==> config.mk <==
export PLATFORM = sky130hd
export DESIGN_NAME = seq_restoring_divider
export DESIGN_NICKNAME = d
export VERILOG_FILES = /design/src/rtl/seq_restoring_divider.sv
export SDC_FILE = /design/constraint.sdc
export NUM_CORES = 1
export LEC_CHECK = 0
export CAP_MARGIN = 25
export CORE_ASPECT_RATIO = 2
export CORE_MARGIN = 1
export CORE_UTILIZATION = 30
export CTS_BUF_LIST = sky130_fd_sc_hd__clkbuf_4
export CTS_CLUSTER_SIZE = 8
export DETAILED_ROUTE_END_ITERATION = 7
export SLEW_MARGIN = 5
export SYNTH_ARGS = -nofsm -noshare
export SYNTH_HDL_FRONTEND = slang
export SYNTH_SLANG_ARGS = --single-unit
==> constraint.sdc <==
create_clock -name clk -period 2.75 [get_ports clk]
set_clock_uncertainty 0.2 [all_clocks]
set_input_delay 0.825 -clock clk [delete_from_list [all_inputs] [get_ports clk]]
set_output_delay 0.825 -clock clk [all_outputs]
set_load 0.05 [all_outputs]
==> src/rtl/seq_restoring_divider.sv <==
// seq_restoring_divider: iterative unsigned restoring divider.
// Resolves one quotient bit per clock through an IDLE -> CALC -> DONE
// sequence with a start/busy/done handshake.
//
// Handshake: start is sampled only in IDLE; the operands are captured on the
// same edge. busy is high exactly while CALC runs. done is a one-cycle pulse
// in DONE. quotient, remainder and div_by_zero are loaded together and hold
// until the next result. start seen in CALC or DONE is dropped, not queued.
//
// Optional build macro: DIVIDER_EARLY_ZERO_EN. When it is defined, a request
// with a zero divisor skips CALC and finishes in DONE straight from IDLE.
// The outputs are the same as the full-latency zero-divisor path.
module seq_restoring_divider #(
    parameter int DIVIDEND_W = 8,
    parameter int DIVISOR_W  = 4
) (
    input  logic                  clk,
    input  logic                  rst_n,
    input  logic                  start,
    input  logic [DIVIDEND_W-1:0] dividend,
    input  logic [DIVISOR_W-1:0]  divisor,
    output logic                  busy,
    output logic                  done,
    output logic [DIVIDEND_W-1:0] quotient,
    output logic [DIVISOR_W-1:0]  remainder,
    output logic                  div_by_zero
);

    localparam int CNT_W = $clog2(DIVIDEND_W + 1);
    localparam logic [CNT_W-1:0] LAST_STEP = CNT_W'(DIVIDEND_W - 1);

    typedef enum logic [1:0] {
        IDLE = 2'd0,
        CALC = 2'd1,
        DONE = 2'd2
    } state_t;

    state_t state;
    state_t state_next;

    // Dividend shift register. It fills with quotient bits from the LSB.
    logic [DIVIDEND_W-1:0] q_reg;
    logic [DIVISOR_W-1:0]  d_reg;
    // The partial remainder only needs its low DIVISOR_W bits stored.
    // The extra bit of the (DIVISOR_W+1)-bit trial value is recreated
    // every step from the shifted-in dividend bit.
    logic [DIVISOR_W-1:0]  r_reg;
    logic [CNT_W-1:0]      cnt;

    logic                  accept;
    logic                  last_step;
    logic                  early_zero;
    logic [DIVISOR_W:0]    trial;
    logic                  trial_ge;
    logic [DIVISOR_W-1:0]  diff_low;
    logic [DIVISOR_W-1:0]  r_next;
    logic [DIVIDEND_W-1:0] q_next;

    assign accept    = (state == IDLE) && start;
    assign last_step = (state == CALC) && (cnt == LAST_STEP);

`ifdef DIVIDER_EARLY_ZERO_EN
    assign early_zero = accept && (divisor == '0);
`else
    assign early_zero = 1'b0;
`endif

    // One restoring step: shift in the next dividend bit, then subtract if it fits.
    always_comb begin
        trial    = {r_reg, q_reg[DIVIDEND_W-1]};
        trial_ge = (trial >= {1'b0, d_reg});
        // The low bits of trial - D are enough. When trial >= D the
        // difference is below D, so its top bit is always zero.
        diff_low = trial[DIVISOR_W-1:0] - d_reg;
        r_next   = trial_ge ? diff_low : trial[DIVISOR_W-1:0];
        q_next   = {q_reg[DIVIDEND_W-2:0], trial_ge};
    end

    // State register.
    always_ff @(posedge clk or negedge rst_n) begin
        if (!rst_n) begin
            state <= IDLE;
        end else begin
            state <= state_next;
        end
    end

    // Next-state logic and the busy/done decodes.
    always_comb begin
        state_next = state;
        busy       = 1'b0;
        done       = 1'b0;
        case (state)
            IDLE: begin
                if (start) begin
                    state_next = early_zero ? DONE : CALC;
                end
            end
            CALC: begin
                busy = 1'b1;
                if (last_step) begin
                    state_next = DONE;
                end
            end
            DONE: begin
                done       = 1'b1;
                state_next = IDLE;
            end
            default: begin
                state_next = IDLE;
            end
        endcase
    end

    // Operand capture on accept, then one shift/subtract step per CALC cycle.
    always_ff @(posedge clk or negedge rst_n) begin
        if (!rst_n) begin
            q_reg <= '0;
            d_reg <= '0;
            r_reg <= '0;
            cnt   <= '0;
        end else if (accept) begin
            q_reg <= dividend;
            d_reg <= divisor;
            r_reg <= '0;
            cnt   <= '0;
        end else if (state == CALC) begin
            q_reg <= q_next;
            r_reg <= r_next;
            cnt   <= cnt + CNT_W'(1);
        end
    end

    // Result registers, loaded once per operation and held until the next one.
    always_ff @(posedge clk or negedge rst_n) begin
        if (!rst_n) begin
            quotient    <= '0;
            remainder   <= '0;
            div_by_zero <= 1'b0;
        end else if (last_step) begin
            quotient    <= q_next;
            remainder   <= r_next;
            div_by_zero <= (d_reg == '0);
        end else if (early_zero) begin
            quotient    <= '1;
            remainder   <= dividend[DIVISOR_W-1:0];
            div_by_zero <= 1'b1;
        end
    end

endmodule
### Word level (Yosys, flattened, before mapping)

Cells that the tools add are included.

* $lt $le $gt $ge: 1
* add/sub/neg operators: 2
* reduce and logical (&&, ||, !) cells: 6
* eq/ne operators: 5
* muxes and demuxes: 12

Operators by type and width (number)
* two-way mux 4 bit: 5
* two-way mux 8 bit: 2
* >= comparator 5 x 4 -> 1 bit: 1
* adder 4 x 1 -> 4 bit (second input constant): 1
* equality test 4 x 3 -> 1 bit (second input constant): 1
* logical NOT 4 bit: 1
* two-way mux 2 bit: 2
* != test 2 bit (second input constant): 2
* one-hot mux 2 bit (2 select lines): 1
* subtractor 4 bit: 1
* equality test 2 x 1 -> 1 bit (second input constant): 1
* equality test 2 bit (second input constant): 1
* logical AND 1 bit: 2
* logical NOT 2 bit: 1
* two-way mux 1 bit: 2
* AND reduction 2 bit: 1
* nonzero test 2 bit: 1

* register bits after elaboration: 35
* output and inout port bits: 15
* logic and storage cells: 34
* bits of input ports: 15

### Depth between registers and ports, before layout

Gate-level depths: netlist of run 1.

* depth after elaboration: 4
* gate-level depth with buffers: 8
* mapped depth without buffers: 7

### Least setup slack after synthesis of run 1

OpenSTA, ideal clock, no wires.

* path type: reg-to-output
* start: register state[1]
* end: output port done
* stages on the path, launching flop included: 3
* slack: 502 ps
* required time: 1725 ps
* data arrival time: 1223 ps
* buffers on the path: 0
* path through: dfrtp_1 -> clkinv_1 -> nor2_1

* word-level cells in the longest chain between the ends: 2

RTL lines
* start, declared: line 38 `state_t state;`
* start signal, assigned: line 84 `state <= state_next;`
* equality test 2 bit: line 93 `case (state)`
* two-way mux 1 bit: line 93
* end, declared: line 23 `output logic done,`

Every way passes these cells.

### Final worst setup path of run 1

* start: register remainder[1]
* end: output port remainder[1]

RTL lines
* start, declared: line 25 `output logic [DIVISOR_W-1:0] remainder,`
* start signal, assigned: line 142 `remainder <= r_next;`
* start signal, assigned: line 146 `remainder <= dividend[DIVISOR_W-1:0];`

No word-level cell between the ends.

==> metrics.md, run 1 <==
| Metric | Value |
|---|---|
| Run status | complete, no violations |
| Switch share | between 40 and 50% |
| Setup violators final | 0 |
| Min cycle time layout | 2.56 ns |
| ANT nets after route | 0 |
| FP Rows | 38 |
| Share of layout cells above drive strength 1 | a little over a tenth |
| Worst-margin pin slew | just under 0.9 ns |
| RSZ-0062 raised after global routing | false |
| Global Route Usage Sum | approximately 16% |
| P_int | approximately 1.5 mW |
| Diodes inserted | 0 |
| Slowest-stage cell, CP | clkdlybuf4s50_1 |
| Cell count along the critical path | 1 |
| CP max stage delay | 0.82 ns |
| CP max FO | 2 |
| IO buf count | 29 |
| FMAX | between 300 and 400 MHz |
| Mapped Avg Cell Area | between 9 and 10 um2 |
| Residual DRC | 0 |
| Flop pwr share | between 30% and 40% |
| Synth Warn # | 0 |
| Critical Path Source | remainder[1]$_DFFE_PN0P_ |
| R2r startpoint | r_reg[0]$_DFFE_PN0P_ |
| Worst R2R End | r_reg[1]$_DFFE_PN0P_ |
| FF-to-FF setup slack | roughly 0.59 ns |
| Post_cts resized | 0 |
| Cell taking the most area after synthesis | dfrtp_1 |
| Drt pass-1 iters | 4 |
| Cell Pwr Density | between 1000 and 1500 mW/mm2 |
| TritonCTS clock tree | yes |
| CTS Root Cell | clkbuf_4 |
| Die width | about 55 um |
| Final hold slack | around 0.28 ns |
| Initial antenna violation count | 0 |
| DRT Wirelength | between 4000 and 5000 um |
| Post-DP HPWL | about 3100 um |
| Nets@finish | 230 |
| CTS HTree Levels | 2 |
| Core area | 0.00542 mm2 |
| Post-synth EDFFs | 0 |
| Main synth FF type | dfrtp_1 |
| Crit path to | remainder[1] |
| Placed Cells | 262 |
| Syn nets | about 190 |
| Non-Filler Instances | 270 |
| Final instance area | around 0.0021 mm2 |
| WHS Path Cells | 2 |
| Cells after Synth | between 150 and 200 |
| Share of the synthesized area in the top cell type | roughly 52% |
| DR WL/cell | approximately 15 um |
| Max-cap viol count | 0 |
| Final period util | between 90 and 100% |
| Placed Area | around 0.002 mm2 |
| Pwr Total | between 2 and 3 mW |
| Critical Path RT | 1.73 ns |
| Post-CTS setup buffers | 0 |
| Largest net degree at the start of global routing | 36 |
| Hold Buf Count CTS | 0 |
| Grt ovf | 0 |
| Post-Syn Area | between 0.0015 and 0.002 mm2 |
| Clock transition at path regs | about 0.11 ns |
| CP bufs+invs | 1 |
| Via count | 1404 |
| Total CTS buffers | 5 |
| Register area share after synthesis | between 50 and 60% |
| Combinational share of power | a little under 60% |
| Setup TNS Final | 0 ns |
| First-pass GRT wire length | approximately 6700 um |
| Via-to-Cell Ratio | 5.20 |
| P_sw | 1.44 mW |
| Clock share of power | 9.5% |
| Layout area overhead | 25.7% |
| CP Launch Type | flip-flop |
| Synth top area cells | dfrtp_1 (52%), nand2_1 (9.8%), o22ai_1 (5.6%) |
| Reg2Reg Depth | 5 |
| Synth Register Bits | 35 |
| Crit path DAT | between 1.5 and 2 ns |
| Global placer's final weighted congestion | between 0.7 and 0.8 |
| Worst setup path category | reg2out |
| Critical Path, Cell by Cell | clkdlybuf4s50_1 |
| Hold WC Path Type | reg2reg |
| Initial Utilization | a little under a third |
| Final hold viol count | 0 |
| Leakage | roughly 0.9 nW |
| VDD IR max | 0.524 mV |
| I/O pin count | 30 |
| Clk Latency, worst-skew pair | roughly 0.35 ns |
| DR iter-0 viols | 26 |
| Synth cell types | 36 |
| Max-slew headroom | 41.2% |
| Crit end category | output port |
| CTS Sinks | 35 |
| Vias in the first global route | ~1400 |
| Max-slew violations | 0 |
| Async S/R FF share, synth | 100% |
| CP delay by family, top | buffers and inverters |
| Die ar. | slightly below 0.006 mm2 |
| CTS Buffer Depth | 2 |
| Die height | 108 um |
==> cells in the final DEF (no fill, tap or decap), drive strengths merged, types with 4 or more instances in the layout <==
cell	n
nand2	44
dfrtp	35
clkdlybuf4s50	27
o22ai	15
o21ai	9
a21oi	9
buf	8
inv	7
nand4	6
nor2	5
ha	5
clkbuf	5
clkinv	5
nand3	4
==> worst min path at each step <==
stage                         endpoint  slack [ns]               startpoint
2_1_floorplan       cnt[3]$_DFFE_PN0P_        0.25       cnt[3]$_DFFE_PN0P_
3_3_place_gp   quotient[2]$_DFFE_PN0P_        0.26  quotient[2]$_DFFE_PN0P_
3_5_place_dp   quotient[4]$_DFFE_PN0P_        0.26  quotient[4]$_DFFE_PN0P_
4_1_cts        quotient[7]$_DFFE_PN0P_        0.29  quotient[7]$_DFFE_PN0P_
5_1_grt        quotient[2]$_DFFE_PN0P_        0.31  quotient[2]$_DFFE_PN0P_
6_report       quotient[7]$_DFFE_PN0P_        0.28  quotient[7]$_DFFE_PN0P_
==> metrics by stage <==
stage	worst slack, ns	util [%]
after CTS	0.163	39.0
after floorplan	0.502	-
final	0.185	39.0
after global routing	0.132	39.0
after detailed placement	0.267	38.0
after global placement	0.325	38.0
==> power groups by stage <==
stage	combinational, mW	sequential [mW]	clock, mW
after detailed placement	1.72	0.972	0
after CTS	1.72	0.963	0.286
after global placement	1.69	0.968	0
after global routing	1.86	0.997	0.307
after floorplan	0.884	1.27	0
final	1.70	0.961	0.279
==> kinds of logic after synthesis <==
group	synth area share (%)
AND/OR/NAND/NOR	18.6
AO/OA/AOI/OAI	19.5
adder cells (fa/ha/maj)	4.91
buffers and inverters	4.32
XOR/XNOR	0.521
flip-flops	52.1
==> worst reg2reg max path: cells and delay by family (launching register included) <==
kind,cells,cell delay (ns)
simple gates,2,0.49
flops,1,0.47
compound gates,2,0.55
fa+ha+maj,1,0.32
==> cell type report <==
class,instances,area [um2]
fill,574,3310
sequential,35,876
multi-input combinational,123,732
timing repair buffer,35,343
tap,60,75.1
clock buffer,5,37.5
inverter,9,33.8
clock inverter,3,15.0
==> metal layers <==
metal / wire [um] / track usage, %
met1: 1520 / 16.0
met2: 2340 / 28.6
met3: 128 / 2.68
met4: 121 / 8.75
met5: 0 / 0
==> synthesized netlist by cell type (2+ instances only) <==
| library cell | number |
|---|---|
| buf_6 | 2 |
| clkbuf_1 | 3 |
| nor3_1 | 2 |
| nor2_1 | 5 |
| nor2b_1 | 2 |
| a21oi_1 | 9 |
| o41ai_2 | 2 |
| o211ai_1 | 2 |
| nand2_1 | 44 |
| nand3_1 | 4 |
| ha_1 | 5 |
| clkinv_1 | 2 |
| nand4_1 | 6 |
| o22ai_1 | 15 |
| inv_1 | 6 |
| o31ai_1 | 2 |
| dfrtp_1 | 35 |
| o21ai_0 | 9 |
No activity file was read; power rests on OpenSTA's default activity.
==> run 2, diff against run 1 <==
- SLEW_MARGIN: 5 -> 20
==> results of run 2 <==
The final DEF is identical to that of run 1; final timing and power are the same.
